==> src/rtl/sc_delay_line.sv <==
// rtl/sc_delay_line.sv - synchronous-clear shift register giving the expected scan-chain output
module sc_delay_line #(
  parameter int DEPTH = 80
) (
  input  logic clk,
  input  logic clear,
  input  logic din,
  output logic dout
);

  logic [DEPTH-1:0] line;

  always_ff @(posedge clk) begin
    if (clear) begin
      line <= '0;
    end else begin
      line <= {line[DEPTH-2:0], din};
    end
  end

  assign dout = line[DEPTH-1];

endmodule

==> config.mk <==
export PLATFORM = sky130hd
export DESIGN_NAME = sc_delay_line
export DESIGN_NICKNAME = d
export VERILOG_FILES = /design/src/rtl/sc_delay_line.sv
export SDC_FILE = /design/constraint.sdc
export NUM_CORES = 1
export LEC_CHECK = 0
export ABC_CLOCK_PERIOD_IN_PS = 800
export CORE_UTILIZATION = 40
export DETAILED_ROUTE_END_ITERATION = 12
export PLACE_DENSITY_LB_ADDON = 0.1
export SYNTH_ARGS = -nofsm -noshare
export SYNTH_HDL_FRONTEND = slang
export SYNTH_SLANG_ARGS = --single-unit
==> constraint.sdc <==
create_clock -name clk -period 0.8 [get_ports clk]
set_clock_uncertainty 0.05 [all_clocks]
set_input_delay 0.08 -clock clk [delete_from_list [all_inputs] [get_ports clk]]
set_output_delay 0.08 -clock clk [all_outputs]
set_load 0.1 [all_outputs]
==> reports/qor.txt, run 1 <==
Outcome: finished, violations left
Failing checks: negative setup slack
Top Layer Used: met4
Filler instances: 469
Pwr/cell area: 2920 nW/µm²
Cts bufs inserted: 9
Synth top area share: 0.748
Synth Register Bits: 80
Yosys top cell by area: dfxtp_1
Largest net degree at the start of global routing: 47
Endpoints failing hold: 0
Biggest regs: line (80)
Post-route ant nets: 0
Die footprint: 5650 µm²
Synth Area per Inst: 12.8 µm²
Row count: 26
Slew Limit Fails: 0
F_max: 1030 MHz
DRT Pass-1 Iters: 2
Ranking of synthesized cells by area: dfxtp_1 75%, nor2b_1 23%, buf_2 1.9%
Initial Util: 0.417
Finished Layout Cells: 250
Crit-path cells: buf_12
Clock sink count: 80
R2R setup slack: 210 ps
Largest Register: line
Placed Cells: 235
Peak supply drop: 1.72 mV
Vias per inst: 3.89
Util after Layout: 0.484
GRT Residual Overflow: 0
DP HPWL: 1.17 mm
Worst hold path depth: 3
Worst-skew pair later-pin latency: 330 ps
CTS resizes: 0
DR WL/cell: 9.57 µm
Drc violations: 0
PnR worst setup slack: -172 ps
Vias in the first global route: 973
CTS root buf: clkbuf_8
Hold_ws: 126 ps
Setup Slack @ Placement: 35.4 ps
Maximum fanout along the worst path: 1
RR Startpoint: line[3]
Nets: 179
Dpl cell area: 2270 µm²
Die height: 75.2 µm
First-pass GRT wire length: 4.23 mm
Worst Setup Start Kind: flip-flop
Critical path type: reg2out
P&R area growth vs syn: 16.1%
CP max-delay cell: dfxtp_2
Final Cycle Share: 1.22
CP delay by family, top: flip-flops
Cells after Synth: 168
Hold Crit Start: clear
Core box area: 5140 µm²
Antenna violations before repair: 0
Vias: 972
# setup viols final: 1
Global placement routability congestion: 0.669
Routed met2 length: 937 µm
Total power: 7.25 mW
Unrepaired setup endpoints after global routing: yes
Chip Width: 75.2 µm
Ant. Diodes: 0
Max-slew headroom: 0.882
Most common cell after layout, fill and taps aside: nor2b_1
Worst r2r path cells: 1
Critical path arrival: 840 ps
Layout cells sized above 1: 0.106
Post-CTS setup buffer count: 0
Leak: 0.973 nW
WL met3: 124 µm
Sequential cell area fraction in the yosys report: 0.748
Setup TNS: -172 ps
Worst r2r dst: line[4]
Iteration-0 DRC Markers: 30
Ys Warns: 0
Yosys cell types: 3
Design area: 2490 µm²
GRT Total Usage: 0.109
Worst min path class: in2reg
Max incr delay on CP: 340 ps
Worst Hold End: line[12]
Max cap viols: 0
Port Buf Inserts: 3
Hold_buf cts: 0
Most frequent cells in the layout: 80 x nor2b_1, 79 x dfxtp_1, 11 x clkbuf_8
Worst slew pin tran: 177 ps
Period minus WS final: 972 ps
Largest register FFs: 80
Syn Nets: 171
Maximum clock path buffer count: 2
Number of buffers and inverters on the critical path: 1
Post-Route M1 WL: 1.28 mm
Total Routed Length: 2.39 mm
I/O Pins: 4
CTS tree: built
Mapped Area: 2140 µm²
CP required: 670 ps
Clock Pin Slew Worst Setup and Hold Paths: 70 ps
CTS H-tree depth: 3
Crit end category: primary output
[report_power, final]
group / switching [mW] / total [mW] / internal, mW
Sequential: 0.00157 / 3.99 / 3.99
Clock: 1.26 / 3.17 / 1.91
Combinational: 0.0588 / 0.0893 / 0.0305
[cell families after synthesis]
group                  synth area share
buffers and inverters            0.0187
DFF                               0.748
and+or+nand+nor                   0.234
[layer usage]
| layer | GRT usage | vias to the layer above |
|---|---|---|
| met2 | 0.139 | 13 |
| met5 | 0 | - |
| met3 | 0.0843 | 5 |
| li1 | - | 515 |
| met1 | 0.131 | 439 |
| met4 | 0.0556 | 0 |
[Yosys cell counts, drive strengths merged]
cell	n
dfxtp	80
nor2b	80
buf	8
[final cells by class]
cell class                 instances  area (µm²)  share of cell area
multi-input combinational         80         500               0.201
sequential                        80        1600               0.645
timing repair buffer               5        75.1              0.0302
clock buffer                      12         155              0.0624
tap                               70        87.6              0.0352
clock inverter                     3        65.1              0.0262
[worst max path at each step]
stage,startpoint,to,slack [ps],cells past startpoint
floorplan,line[79],dout,40,0
global placement,din,line[0],50,2
detailed placement,din,line[0],40,2
CTS,line[79],dout,-190,1
global route,line[79],dout,-220,1
finish,line[79],dout,-170,1
(Power assumes the default switching activity.)
==> run 2, diff against run 1 <==
--- a/config.mk
+++ b/config.mk
@@ -8,7 +8,9 @@
 export ABC_CLOCK_PERIOD_IN_PS = 800
 export CORE_UTILIZATION = 40
 export DETAILED_ROUTE_END_ITERATION = 12
+export DONT_BUFFER_PORTS = 1
 export PLACE_DENSITY_LB_ADDON = 0.1
+export SETUP_SLACK_MARGIN = 0.05
 export SYNTH_ARGS = -nofsm -noshare
 export SYNTH_HDL_FRONTEND = slang
 export SYNTH_SLANG_ARGS = --single-unit
==> reports/qor.txt, run 2 (synthesis results as in run 1) <==
Outcome: finished, violations left
Failing checks: negative hold slack, negative setup slack
Worst min path class: in2reg
Maximum clock path buffer count: 2
F_max: 995 MHz
Die footprint: 5650 µm²
P&R area growth vs syn: 11.7%
Vias per inst: 3.88
Largest net degree at the start of global routing: 81
Iteration-0 DRC Markers: 34
Worst hold path depth: 1
Design area: 2390 µm²
Util after Layout: 0.466
Die height: 75.2 µm
Layout cells sized above 1: 0.0847
Initial Util: 0.417
Finished Layout Cells: 247
Antenna violations before repair: 0
Leak: 0.932 nW
CP required: 670 ps
First-pass GRT wire length: 4.09 mm
Vias in the first global route: 946
Max-slew headroom: 0.810
Nets: 175
Clock sink count: 80
Unrepaired setup endpoints after global routing: yes
DRT Pass-1 Iters: 2
Pwr/cell area: 2840 nW/µm²
GRT Total Usage: 0.107
Drc violations: 0
Biggest regs: line (80)
# setup viols final: 1
Largest Register: line
Endpoints failing hold: 79
Critical path type: reg2out
Max cap viols: 0
Crit end category: primary output
Dpl cell area: 2190 µm²
Final Cycle Share: 1.26
Setup Slack @ Placement: 163 ps
DP HPWL: 1.15 mm
Vias: 959
Port Buf Inserts: 0
Core box area: 5140 µm²
Worst r2r path cells: 1
Worst-skew pair later-pin latency: 340 ps
Clock Pin Slew Worst Setup and Hold Paths: 80 ps
CTS tree: built
DR WL/cell: 9.79 µm
Critical path arrival: 880 ps
Ant. Diodes: 0
Cts bufs inserted: 9
I/O Pins: 4
Post-CTS setup buffer count: 0
Chip Width: 75.2 µm
Total Routed Length: 2.42 mm
Most common cell after layout, fill and taps aside: nor2b_1
Global placement routability congestion: 0.593
Filler instances: 491
PnR worst setup slack: -205 ps
R2R setup slack: 210 ps
Slew Limit Fails: 0
Hold_buf cts: 1
Row count: 26
CTS H-tree depth: 3
Hold_ws: -252 ps
GRT Residual Overflow: 0
CTS root buf: clkbuf_8
Maximum fanout along the worst path: 1
Placed Cells: 230
Period minus WS final: 1010 ps
Most frequent cells in the layout: 80 x nor2b_1, 79 x dfxtp_1, 10 x clkbuf_8
Post-route ant nets: 0
WP depth: 0
Worst Setup Start Kind: flip-flop
Largest register FFs: 80
Worst slew pin tran: 286 ps
Peak supply drop: 1.39 mV
-- run 2: repair_timing --
action	in CTS	in global routing
cloned	0	0
setup endpoints to repair	1	1
endpoints found under the hold margin	80	79
gates resized for setup	0	0
-- run 2: area by class of cell --
type / count / area (µm²) / share of cell area
well taps: 70 / 87.6 / 0.0366
multi-input cells: 80 / 500 / 0.209
flip-flops and latches: 80 / 1610 / 0.671
clock buffers: 12 / 145 / 0.0606
repair buffers: 1 / 10.0 / 0.00418
clock inverters: 4 / 45.0 / 0.0188
-- run 2: metal layers --
metal / vias to the layer above / share of wire / track usage
li1: 508 / - / -
met1: 427 / 0.54 / 0.122
met2: 13 / 0.37 / 0.140
met3: 11 / 0.056 / 0.0736
met4: 0 / 0.032 / 0.0802
met5: - / 0 / 0
-- run 2: metrics by stage --
| stage | TNS (ps) | total power, mW |
|---|---|---|
| 6_report | -205 | 6.81 |
| 4_1_cts | -235 | 6.92 |
| 3_3_place_gp | 0 | 4.08 |
| 5_1_grt | -249 | 7.08 |
| 3_5_place_dp | 0 | 4.08 |
| 2_1_floorplan | 0 | 4.14 |
-- run 2: where the power goes --
part	leakage [nW]	switching [mW]	internal, mW
Sequential	0.645	0.00142	3.98
Clock	0.100	1.30	1.51
Combinational	0.187	0.00196	0.00858
Total	0.932	1.30	5.51
-- run 2: worst paths after layout --
kind,startpoint,endpoint
worst max-delay path,line[79],dout
worst min-delay path,clear,line[79]
worst max register to register,line[32],line[33]
worst min register to register,line[63],line[64]
